$ cat src/rtl/iob_vexriscv_bus_bridge.sv
`default_nettype none
// ============================================================================
// Module   : iob_vexriscv_bus_bridge
// Purpose  : Bridges one VexRiscv simple-bus port (cmd valid/ready, rsp
//            valid) to the IOb native bus (valid held until ready). Adds cmd
//            backpressure, 32/64/128-bit memory width with byte-lane
//            steering, misalignment detection and an optional request
//            timeout that aborts with an error response.
// Ports    : i_clk, i_rst_n        clock, asynchronous active-low reset
//            i_cpu_cmd_*           CPU command (valid/ready handshake)
//            o_cpu_rsp_*           CPU read response (one-cycle strobe)
//            o_wr_err              one-cycle pulse on an aborted write
//            o_mem_* / i_mem_*     IOb request / response
// Revision : 1.0 - initial release
// ============================================================================
module iob_vexriscv_bus_bridge #(
   parameter int ADDR_W    = 32,
   parameter int DATA_W    = 32,
   parameter int TIMEOUT   = 0,
   parameter int TIMEOUT_W = 16
) (
   input  logic                i_clk,
   input  logic                i_rst_n,
   input  logic                i_cpu_cmd_valid,
   output logic                o_cpu_cmd_ready,
   input  logic                i_cpu_cmd_wr,
   input  logic [ADDR_W-1:0]   i_cpu_cmd_addr,
   input  logic [31:0]         i_cpu_cmd_data,
   input  logic [1:0]          i_cpu_cmd_size,
   output logic                o_cpu_rsp_valid,
   output logic                o_cpu_rsp_error,
   output logic [31:0]         o_cpu_rsp_data,
   output logic                o_wr_err,
   output logic                o_mem_valid,
   output logic [ADDR_W-1:0]   o_mem_addr,
   output logic [DATA_W-1:0]   o_mem_wdata,
   output logic [DATA_W/8-1:0] o_mem_wstrb,
   input  logic                i_mem_ready,
   input  logic [DATA_W-1:0]   i_mem_rdata
);

   localparam int c_NW     = DATA_W / 32;
   localparam int c_STRB_W = DATA_W / 8;
   localparam int c_L      = $clog2(c_STRB_W);
   localparam int c_WI_W   = (c_L > 2) ? (c_L - 2) : 1;
   localparam logic [TIMEOUT_W-1:0] c_TO_LAST =
      TIMEOUT_W'((TIMEOUT > 0) ? (TIMEOUT - 1) : 0);

   typedef enum logic [1:0] {
      ST_IDLE = 2'd0,
      ST_REQ  = 2'd1,
      ST_RSP  = 2'd2
   } state_t;

   state_t                r_state, w_state_nxt;
   logic                  r_mem_valid, w_mem_valid_nxt;
   logic [ADDR_W-1:0]     r_mem_addr, w_mem_addr_nxt;
   logic [DATA_W-1:0]     r_mem_wdata, w_mem_wdata_nxt;
   logic [c_STRB_W-1:0]   r_mem_wstrb, w_mem_wstrb_nxt;
   logic                  r_wr, w_wr_nxt;
   logic [c_WI_W-1:0]     r_word, w_word_nxt;
   logic                  r_rsp_valid, w_rsp_valid_nxt;
   logic                  r_rsp_error, w_rsp_error_nxt;
   logic [31:0]           r_rsp_data, w_rsp_data_nxt;
   logic                  r_wr_err, w_wr_err_nxt;
   logic [TIMEOUT_W-1:0]  r_cnt, w_cnt_nxt;

   logic                  w_accept;
   logic                  w_misaligned;
   logic [c_L-1:0]        w_off;
   logic [c_STRB_W-1:0]   w_mask;
   logic [c_STRB_W-1:0]   w_wstrb;
   logic [c_WI_W-1:0]     w_word;
   logic [31:0]           w_rd_word;
   logic                  w_to_hit;

   // ---------------------------------------------------------------------
   // Command decode
   // ---------------------------------------------------------------------
   assign w_accept = i_cpu_cmd_valid && (r_state == ST_IDLE);
   assign w_off    = i_cpu_cmd_addr[c_L-1:0];

   assign w_misaligned = (i_cpu_cmd_size == 2'd3) ||
                         ((i_cpu_cmd_size == 2'd1) && i_cpu_cmd_addr[0]) ||
                         ((i_cpu_cmd_size == 2'd2) && (i_cpu_cmd_addr[1:0] != 2'b00));

   always_comb begin
      w_mask = '0;
      case (i_cpu_cmd_size)
         2'd0:    w_mask[0]   = 1'b1;
         2'd1:    w_mask[1:0] = 2'b11;
         default: w_mask[3:0] = 4'hF;
      endcase
   end

   assign w_wstrb = i_cpu_cmd_wr ? (w_mask << w_off) : '0;

   // Which 32-bit lane of the memory word holds the addressed CPU word.
   generate
      if (c_L > 2) begin : g_word_wide
         assign w_word = i_cpu_cmd_addr[c_L-1:2];
      end else begin : g_word_narrow
         assign w_word = '0;
      end
   endgenerate

   always_comb begin
      w_rd_word = i_mem_rdata[31:0];
      for (int i = 0; i < c_NW; i++) begin
         if (r_word == c_WI_W'(i)) w_rd_word = i_mem_rdata[32*i +: 32];
      end
   end

   assign w_to_hit = (TIMEOUT != 0) && (r_cnt == c_TO_LAST);

   // ---------------------------------------------------------------------
   // Next-state / next-output logic
   // ---------------------------------------------------------------------
   always_comb begin
      w_state_nxt     = r_state;
      w_mem_valid_nxt = r_mem_valid;
      w_mem_addr_nxt  = r_mem_addr;
      w_mem_wdata_nxt = r_mem_wdata;
      w_mem_wstrb_nxt = r_mem_wstrb;
      w_wr_nxt        = r_wr;
      w_word_nxt      = r_word;
      w_rsp_valid_nxt = 1'b0;
      w_rsp_error_nxt = 1'b0;
      w_rsp_data_nxt  = r_rsp_data;
      w_wr_err_nxt    = 1'b0;
      w_cnt_nxt       = '0;

      case (r_state)
         ST_IDLE: begin
            if (w_accept) begin
               if (w_misaligned) begin
                  if (i_cpu_cmd_wr) begin
                     w_wr_err_nxt = 1'b1;
                  end else begin
                     w_state_nxt     = ST_RSP;
                     w_rsp_valid_nxt = 1'b1;
                     w_rsp_error_nxt = 1'b1;
                     w_rsp_data_nxt  = '0;
                  end
               end else begin
                  w_state_nxt     = ST_REQ;
                  w_mem_valid_nxt = 1'b1;
                  w_mem_addr_nxt  = {i_cpu_cmd_addr[ADDR_W-1:c_L], {c_L{1'b0}}};
                  w_mem_wdata_nxt = {c_NW{i_cpu_cmd_data}};
                  w_mem_wstrb_nxt = w_wstrb;
                  w_wr_nxt        = i_cpu_cmd_wr;
                  w_word_nxt      = w_word;
               end
            end
         end

         ST_REQ: begin
            // mem_ready takes priority over a timeout in the same cycle
            if (i_mem_ready) begin
               w_mem_valid_nxt = 1'b0;
               if (r_wr) begin
                  w_state_nxt = ST_IDLE;
               end else begin
                  w_state_nxt     = ST_RSP;
                  w_rsp_valid_nxt = 1'b1;
                  w_rsp_data_nxt  = w_rd_word;
               end
            end else if (w_to_hit) begin
               w_mem_valid_nxt = 1'b0;
               if (r_wr) begin
                  w_state_nxt  = ST_IDLE;
                  w_wr_err_nxt = 1'b1;
               end else begin
                  w_state_nxt     = ST_RSP;
                  w_rsp_valid_nxt = 1'b1;
                  w_rsp_error_nxt = 1'b1;
                  w_rsp_data_nxt  = '0;
               end
            end else begin
               w_cnt_nxt = r_cnt + TIMEOUT_W'(1);
            end
         end

         ST_RSP: begin
            w_state_nxt = ST_IDLE;
         end

         default: begin
            w_state_nxt     = ST_IDLE;
            w_mem_valid_nxt = 1'b0;
         end
      endcase
   end

   // ---------------------------------------------------------------------
   // State and output registers
   // ---------------------------------------------------------------------
   always_ff @(posedge i_clk or negedge i_rst_n) begin
      if (!i_rst_n) begin
         r_state     <= ST_IDLE;
         r_mem_valid <= 1'b0;
         r_mem_addr  <= '0;
         r_mem_wdata <= '0;
         r_mem_wstrb <= '0;
         r_wr        <= 1'b0;
         r_word      <= '0;
         r_rsp_valid <= 1'b0;
         r_rsp_error <= 1'b0;
         r_rsp_data  <= '0;
         r_wr_err    <= 1'b0;
         r_cnt       <= '0;
      end else begin
         r_state     <= w_state_nxt;
         r_mem_valid <= w_mem_valid_nxt;
         r_mem_addr  <= w_mem_addr_nxt;
         r_mem_wdata <= w_mem_wdata_nxt;
         r_mem_wstrb <= w_mem_wstrb_nxt;
         r_wr        <= w_wr_nxt;
         r_word      <= w_word_nxt;
         r_rsp_valid <= w_rsp_valid_nxt;
         r_rsp_error <= w_rsp_error_nxt;
         r_rsp_data  <= w_rsp_data_nxt;
         r_wr_err    <= w_wr_err_nxt;
         r_cnt       <= w_cnt_nxt;
      end
   end

   assign o_cpu_cmd_ready = (r_state == ST_IDLE);
   assign o_cpu_rsp_valid = r_rsp_valid;
   assign o_cpu_rsp_error = r_rsp_error;
   assign o_cpu_rsp_data  = r_rsp_data;
   assign o_wr_err        = r_wr_err;
   assign o_mem_valid     = r_mem_valid;
   assign o_mem_addr      = r_mem_addr;
   assign o_mem_wdata     = r_mem_wdata;
   assign o_mem_wstrb     = r_mem_wstrb;

endmodule
`default_nettype wire

$ cat config.mk
export PLATFORM = sky130hd
export DESIGN_NAME = iob_vexriscv_bus_bridge
export DESIGN_NICKNAME = d
export VERILOG_FILES = /design/src/rtl/iob_vexriscv_bus_bridge.sv
export SDC_FILE = /design/constraint.sdc
export NUM_CORES = 1
export LEC_CHECK = 0
export CORE_MARGIN = 2
export CORE_UTILIZATION = 36
export DETAILED_ROUTE_END_ITERATION = 10
export GPL_TIMING_DRIVEN = 1
export PLACE_DENSITY = 0.76
export SLEW_MARGIN = 10
export SYNTH_ARGS = -nofsm -noshare
export SYNTH_HDL_FRONTEND = slang
export SYNTH_SLANG_ARGS = --single-unit
$ cat constraint.sdc
create_clock -name i_clk -period 1.6 [get_ports i_clk]
set_input_delay 0.24 -clock i_clk [delete_from_list [all_inputs] [get_ports i_clk]]
set_output_delay 0.24 -clock i_clk [all_outputs]
set_load 0.02 [all_outputs]
==> qor.csv, run 1 <==
stage,metric,value,unit
clock_network,"Reg clk slew, reported paths",0.07,ns
floorplanning,die width,111,um
global_route,initial antenna violation count,0,
synthesis,post-synthesis adder-cell area fraction,0,%
critical_path,Crit path buffers/inverters,1,
global_route,Total Routing Usage GR,17.4,%
hold_path,Hold Crit Class,primary input to asynchronous set/reset pin,
finish,fill count,915,
synthesis,Post-synth EDFFs,0,
clock_network,Clock Tree Buf Depth,2,
power_and_ir_drop,P per Cell Area,1590,mW/mm2
routing,Post-DRT Antenna Nets,0,
critical_path,CP startpoint,o_mem_wdata[30],
clock_network,# H-tree levels,3,
synthesis,Yosys top cell by area,dfrtp_1,
finish,area taken by multi-input logic gates,0.00141,mm2
synthesis,mux contribution to synthesized area,19.0,%
synthesis,Synth Area in Simple Gates,8.67,%
critical_path,Worst Setup Start Kind,flop,
clock_network,CTS tree,done,
critical_path,WP data required,1.36,ns
finish,fraction of layout cells with a size suffix above 1,20.3,%
critical_path,worst stage delay on the critical path,0.63,ns
synthesis,synth unique cells,30,
synthesis,XOR/XNOR Fraction of Synth Area,0,%
sta,final setup violation count,0,
sta,Final Cycle Share,97.9,%
finish,antenna diode count,0,
synthesis,main flop type after synthesis,dfrtp_1,
critical_path,FF-to-FF Start,r_state[1],
synthesis,synthesized area,0.00416,mm2
synthesis,largest family of logic cells by synthesized area,multiplexers,
synthesis,synthesized flop and latch total,105,
placed_design,# port buffers,205,
routing,Pre-Repair DR Iteration Count,4,
placed_design,GP Congestion,0.759,
synthesis,syn avg cell area,13.2,um2
clock_network,root buffer cell,clkbuf_16,
routing,final wirelength,10900,um
finish,fin nets,637,
sta,upper clock frequency limit,639,MHz
finish,fin util,60.6,%
sta,final period demand of the worst path,1.57,ns
clock_network,clock sink count,105,
finish,FF+latch area,0.00263,mm2
global_route,vias in the first global route,3285,
sta,Hold Fails Final Rpt,0,
sta,Setup Skew,0.00699,ns
synthesis,Synth Area in Compound Gates,5.75,%
critical_path,CP Max Fanout,2,
sta,worst hold margin,0.378,ns
synthesis,Synth async-reset ratio,100,%
placed_design,hpwl dp,7770,um
synthesis,"Seq/Total Area, Yosys",63.2,%
synthesis,Synth top area share,63.2,%
routing,vias,3161,
critical_path,slowest CP cell,clkdlybuf4s50_1,
critical_path,CP endpoint kind,output port,
floorplanning,row cnt,39,
critical_path,crit path DAT,1.33,ns
floorplanning,die area,0.0124,mm2
synthesis,synthesis warning total,0,
routing,Residual DRC,0,
synthesis,top-count cell post-synth,dfrtp_1,
routing,post-DR vias/cell,4.64,
floorplanning,core area,0.0113,mm2
synthesis,Synth top cells by count,"dfrtp_1 (105), nand2_1 (67), mux2_2 (55), o21ai_0 (26), mux2_4 (10)",
sta,Max Slew Vio Count,0,
routing,initial DRC count,100,
clock_network,Num CTS Buffers,9,
synthesis,"top cells by area, synth","dfrtp_1 (63%), mux2_2 (15%), nand2_1 (6.1%), mux2_4 (3.6%), o21ai_0 (3.1%)",
critical_path,cell family with most CP delay,buffers and inverters,
power_and_ir_drop,Max IR drop VDD,753,uV
synthesis,Mapped Cells,315,
flow_run,Max Cap Viol,0,
sta,Final WS setup,0.0340,ns
global_route,global-route wire length before repair,17200,um
placed_design,pre-CTS WS,-0.347,ns
clock_network,Worst-Skew Late Latency,0.34,ns
run_status,status,finished clean,
global_route,pin count of the biggest net entering global routing,36,
global_route,total gr overflow,0,
floorplanning,die height,111,um
floorplanning,Initial Util,36.7,%
floorplanning,IO Count,208,
power_and_ir_drop,Pleak,2.98,nW
routing,WL/cell,16.0,um
critical_path,Setup Crit Path Kind,flop to output port,
finish,Synth-to-Final Area Change,65.1,%
critical_path,CP Cell Sequence,clkdlybuf4s50_1,
[layout make-up]
type | instances | area share [%]
flip-flops and latches | 105 | 38.3
repair buffers | 227 | 34.0
multi-input cells | 188 | 20.6
clock buffers | 12 | 3.74
well taps | 143 | 2.61
clock inverters | 3 | 0.584
inverters | 3 | 0.164
[report_power, final]
group / total [mW] / leakage (nW) / internal, mW / switching [mW]
combinational: 4.66 / 1.53 / 2.49 / 2.17
sequential: 4.07 / 1.29 / 3.58 / 0.492
clock: 2.19 / 0.148 / 1.29 / 0.903
total: 10.9 / 2.98 / 7.35 / 3.56
[stage by stage]
step / area, um2 / instances / power [mW] / TNS [ns]
finish: 6860 / 681 / 10.9 / 0
global route: 6860 / 681 / 11.5 / -0.00371
CTS: 6770 / 677 / 11.0 / 0
detailed placement: 6470 / 661 / 8.78 / -31.07
global placement: 6470 / 661 / 8.66 / -28.03
floorplan: 4160 / 316 / 6.24 / 0
[sequential cells by signal, indices dropped and copies added (netlist names)]
signal	count
r_wr	1
r_state	2
o_cpu_rsp_data	32
o_wr_err	1
o_cpu_rsp_error	1
o_cpu_rsp_valid	1
o_mem_valid	1
o_mem_addr	30
o_mem_wstrb	4
o_mem_wdata	32
[layout by cell type, fill, tap and decap left out, types with 2 or more instances in the layout]
cell type,instances
nand2_1,67
o21ai_1,10
inv_1,3
clkdlybuf4s50_1,199
mux2_4,10
conb_1,2
buf_4,13
buf_12,5
clkinv_2,2
dfrtp_1,104
clkbuf_16,11
mux2i_1,2
buf_6,2
mux2_2,55
o21ai_0,25
clkbuf_8,2
nand2b_1,3
dlymetal6s2s_1,4
[routing by layer]
layer	GRT usage [%]	wire length, um	vias up
li1	-	-	1493
met1	22.5	4640	1529
met2	28.2	5300	130
met3	5.28	863	9
met4	5.60	122	0
met5	0	0	-
[path summary, 6_finish.rpt]
check,to,cells past startpoint,slack (ns)
max,o_mem_wdata[30],1,0.03
min,o_mem_addr[11],2,0.38
min in group i_clk,o_cpu_rsp_data[3],3,0.44
max reg2reg,o_cpu_rsp_data[16],6,0.09
max in group asynchronous,o_mem_addr[19],3,0.66
min reg2reg,o_mem_valid,2,0.48
[kinds of logic (layout without fill, tap and decap cells)]
kind of cell,after synthesis,count (layout)
DFF,105,105
and+or+nand+nor,78,78
muxes,67,67
AOI/OAI and AO/OA,41,41
buffers and inverters,23,245
other,1,2
[what timing repair did]
action	4_1_cts	5_1_grt
pin swaps	0	1
gates cloned	0	3
hold buffers	1	0
endpoints found under the setup margin	1	85
buffers inserted	0	1
endpoints found under the hold margin	24	0
resized for setup	1	8
No activity file was read; power rests on OpenSTA's default activity.
==> run 2: changes to the inputs <==
Settings changed: HOLD_SLACK_MARGIN set to 0.15.
==> results of run 2 <==
Same layout as run 1: the final DEF is identical, and so are final timing and power.
==> run 3: changes to the inputs <==
Settings changed: PLACE_DENSITY 0.76 to 0.84.
==> qor.csv, run 3 (synthesized netlist as in run 1, its figures left out) <==
stage,metric,value,unit,change
clock_network,root buffer cell,clkbuf_16,,
clock_network,Clock Tree Buf Depth,2,,unchanged
floorplanning,die width,111,um,unchanged
finish,Synth-to-Final Area Change,70.4,%,
clock_network,"Reg clk slew, reported paths",0.07,ns,about the same
hold_path,Hold Crit Class,primary input to asynchronous set/reset pin,,
finish,post-route insts no fill,693,,+1.8%
routing,Pre-Repair DR Iteration Count,4,,unchanged
critical_path,worst stage delay on the critical path,0.63,ns,about the same
sta,RSZ-0062 raised after global routing,yes,,
sta,Hold Fails Final Rpt,0,,unchanged
power_and_ir_drop,P per Cell Area,1550,mW/mm2,-2.7%
global_route,GR peak layer,met2,,
floorplanning,die height,111,um,unchanged
placed_design,GP Congestion,0.784,,+3.4%
finish,antenna diode count,0,,unchanged
clock_network,CTS tree,done,,
power_and_ir_drop,final total power,11.0,mW,+0.48%
global_route,M2 GR Usage,29.5,%,+1.3 points
flow_run,Max Cap Viol,0,,unchanged
clock_network,Worst-Skew Late Latency,0.34,ns,about the same
floorplanning,row cnt,39,,unchanged
critical_path,cell depth of the worst setup path,1,,unchanged
global_route,met1 usage,21.6,%,-0.90 points
sta,Final Cycle Share,97.5,%,-0.32 points
floorplanning,die area,0.0124,mm2,unchanged
critical_path,CP Max Fanout,2,,unchanged
routing,final wirelength,11700,um,+6.6%
routing,initial DRC count,134,,+34%
sta,upper clock frequency limit,641,MHz,+0.33%
clock_network,Num CTS Buffers,9,,unchanged
sta,Max Slew Vio Count,0,,unchanged
finish,Final Cell Area,0.00708,mm2,+3.2%
placed_design,# port buffers,205,,unchanged
critical_path,crit path DAT,1.32,ns,about the same
power_and_ir_drop,Max IR drop VDD,972,uV,+29%
routing,Post-DRT Antenna Nets,0,,unchanged
routing,post-DR vias/cell,4.79,,+3.3%
global_route,global-route wire length before repair,17600,um,+2.2%
clock_network,clock sink count,105,,unchanged
placed_design,placed instance area,0.00648,mm2,+0.23%
global_route,total gr overflow,0,,unchanged
finish,"most common cell after layout, fill and taps aside",clkdlybuf4s50_1,,
routing,Residual DRC,0,,unchanged
clock_network,# H-tree levels,3,,unchanged
floorplanning,IO Count,208,,unchanged
global_route,Total Routing Usage GR,17.8,%,+0.38 points
critical_path,WP data required,1.36,ns,about the same
sta,final setup violation count,0,,unchanged
critical_path,Setup Crit Path Kind,flop to output port,,
finish,most frequent cells in the layout,"clkdlybuf4s50_1 (182), dfrtp_1 (104), nand2_1 (67)",,
global_route,initial antenna violation count,0,,unchanged
global_route,vias in the first global route,3444,,+4.8%
floorplanning,core area,0.0113,mm2,unchanged
routing,WL/cell,16.8,um,+4.8%
placed_design,hpwl dp,8080,um,+4.0%
power_and_ir_drop,Pleak,3.26,nW,+9.7%
sta,Final WS setup,0.0392,ns,+0.00520 ns
routing,vias,3322,,+5.1%
critical_path,Crit path buffers/inverters,1,,unchanged
critical_path,worst r2r path cells,6,,unchanged
floorplanning,Initial Util,36.7,%,unchanged
critical_path,cell family with most CP delay,buffers and inverters,,
finish,fraction of layout cells with a size suffix above 1,22.0,%,+1.7 points
placed_design,Inst Count DP,663,,+0.30%
finish,fin util,62.5,%,+2.0 points
run_status,status,finished clean,,
sta,Setup Skew,0.00484,ns,-0.00215 ns
global_route,GR Layer Usage met3,6.26,%,+0.98 points
sta,final period demand of the worst path,1.56,ns,-0.00520 ns
finish,fin nets,648,,+1.7%
global_route,pin count of the biggest net entering global routing,43,,+19%
critical_path,CP Cell Sequence,clkdlybuf4s50_1,,
critical_path,slowest CP cell,clkdlybuf4s50_1,,
critical_path,Worst Setup Start Kind,flop,,
critical_path,CP endpoint kind,output port,,
placed_design,pre-CTS WS,-0.377,ns,-0.0296 ns
==> run 3: changes by cell type in the layout (fill, tap and decap cells not counted), sizes merged <==
| cell | delta |
|---|---|
| bufinv | -1 |
| dlymetal6s2s | +16 |
| clkdlybuf4s15 | -1 |
| buf | +8 |
| dlygate4sd2 | +2 |
| clkdlybuf4s50 | -17 |
| clkbuf | +5 |
==> run 3: report_power, final <==
group          total (mW)  switching (mW)  internal [mW]
Sequential           4.08           0.504           3.58
Combinational        4.76            2.22           2.54
Clock                2.13           0.905           1.22
==> run 3: cell type report <==
type / count / area, um2
Clock buffer: 14 / 284
Clock inverter: 2 / 10.0
Fill cell: 890 / 4240
Inverter: 3 / 11.3
Multi-Input combinational cell: 188 / 1410
Sequential cell: 105 / 2630
Tap cell: 143 / 179
Timing Repair Buffer: 238 / 2560
==> run 3: worst paths after layout <==
check	from	to	slack, ns
hold reg to reg	o_mem_wdata[27]	o_mem_wdata[27]	0.50
hold / removal	i_rst_n	o_mem_addr[12]	0.32
max in group asynchronous	i_rst_n	r_state[1]	0.74
setup / recovery	o_mem_wdata[0]	o_mem_wdata[0]	0.04
setup reg to reg	r_state[1]	o_mem_wdata[23]	0.07
min in group i_clk	i_mem_rdata[7]	o_cpu_rsp_data[7]	0.44
==> run 3: per-layer routing <==
metal,part of all wire [%],wire length (um)
met1,40,4700
met4,1.5,176
met2,50,5800
met3,8.3,971
met5,0,0
==> run 3: per-stage QoR <==
| stage | hold WS, ns | setup TNS, ns |
|---|---|---|
| after global placement | 0.120 | -27.56 |
| after global routing | 0.325 | -0.534 |
| after CTS | 0.296 | 0 |
| after floorplan | -0.0556 | 0 |
| after detailed placement | 0.126 | -33.11 |
| final | 0.318 | 0 |
==> run 3: what timing repair did <==
item | CTS | global route
endpoints found under the setup margin | 21 | 107
endpoints found under the hold margin | 105 | 0
pin swaps | 0 | 2
setup buffers | 0 | 5
gates cloned | 0 | 8
hold buffers | 1 | 0
gates resized for setup | 2 | 42
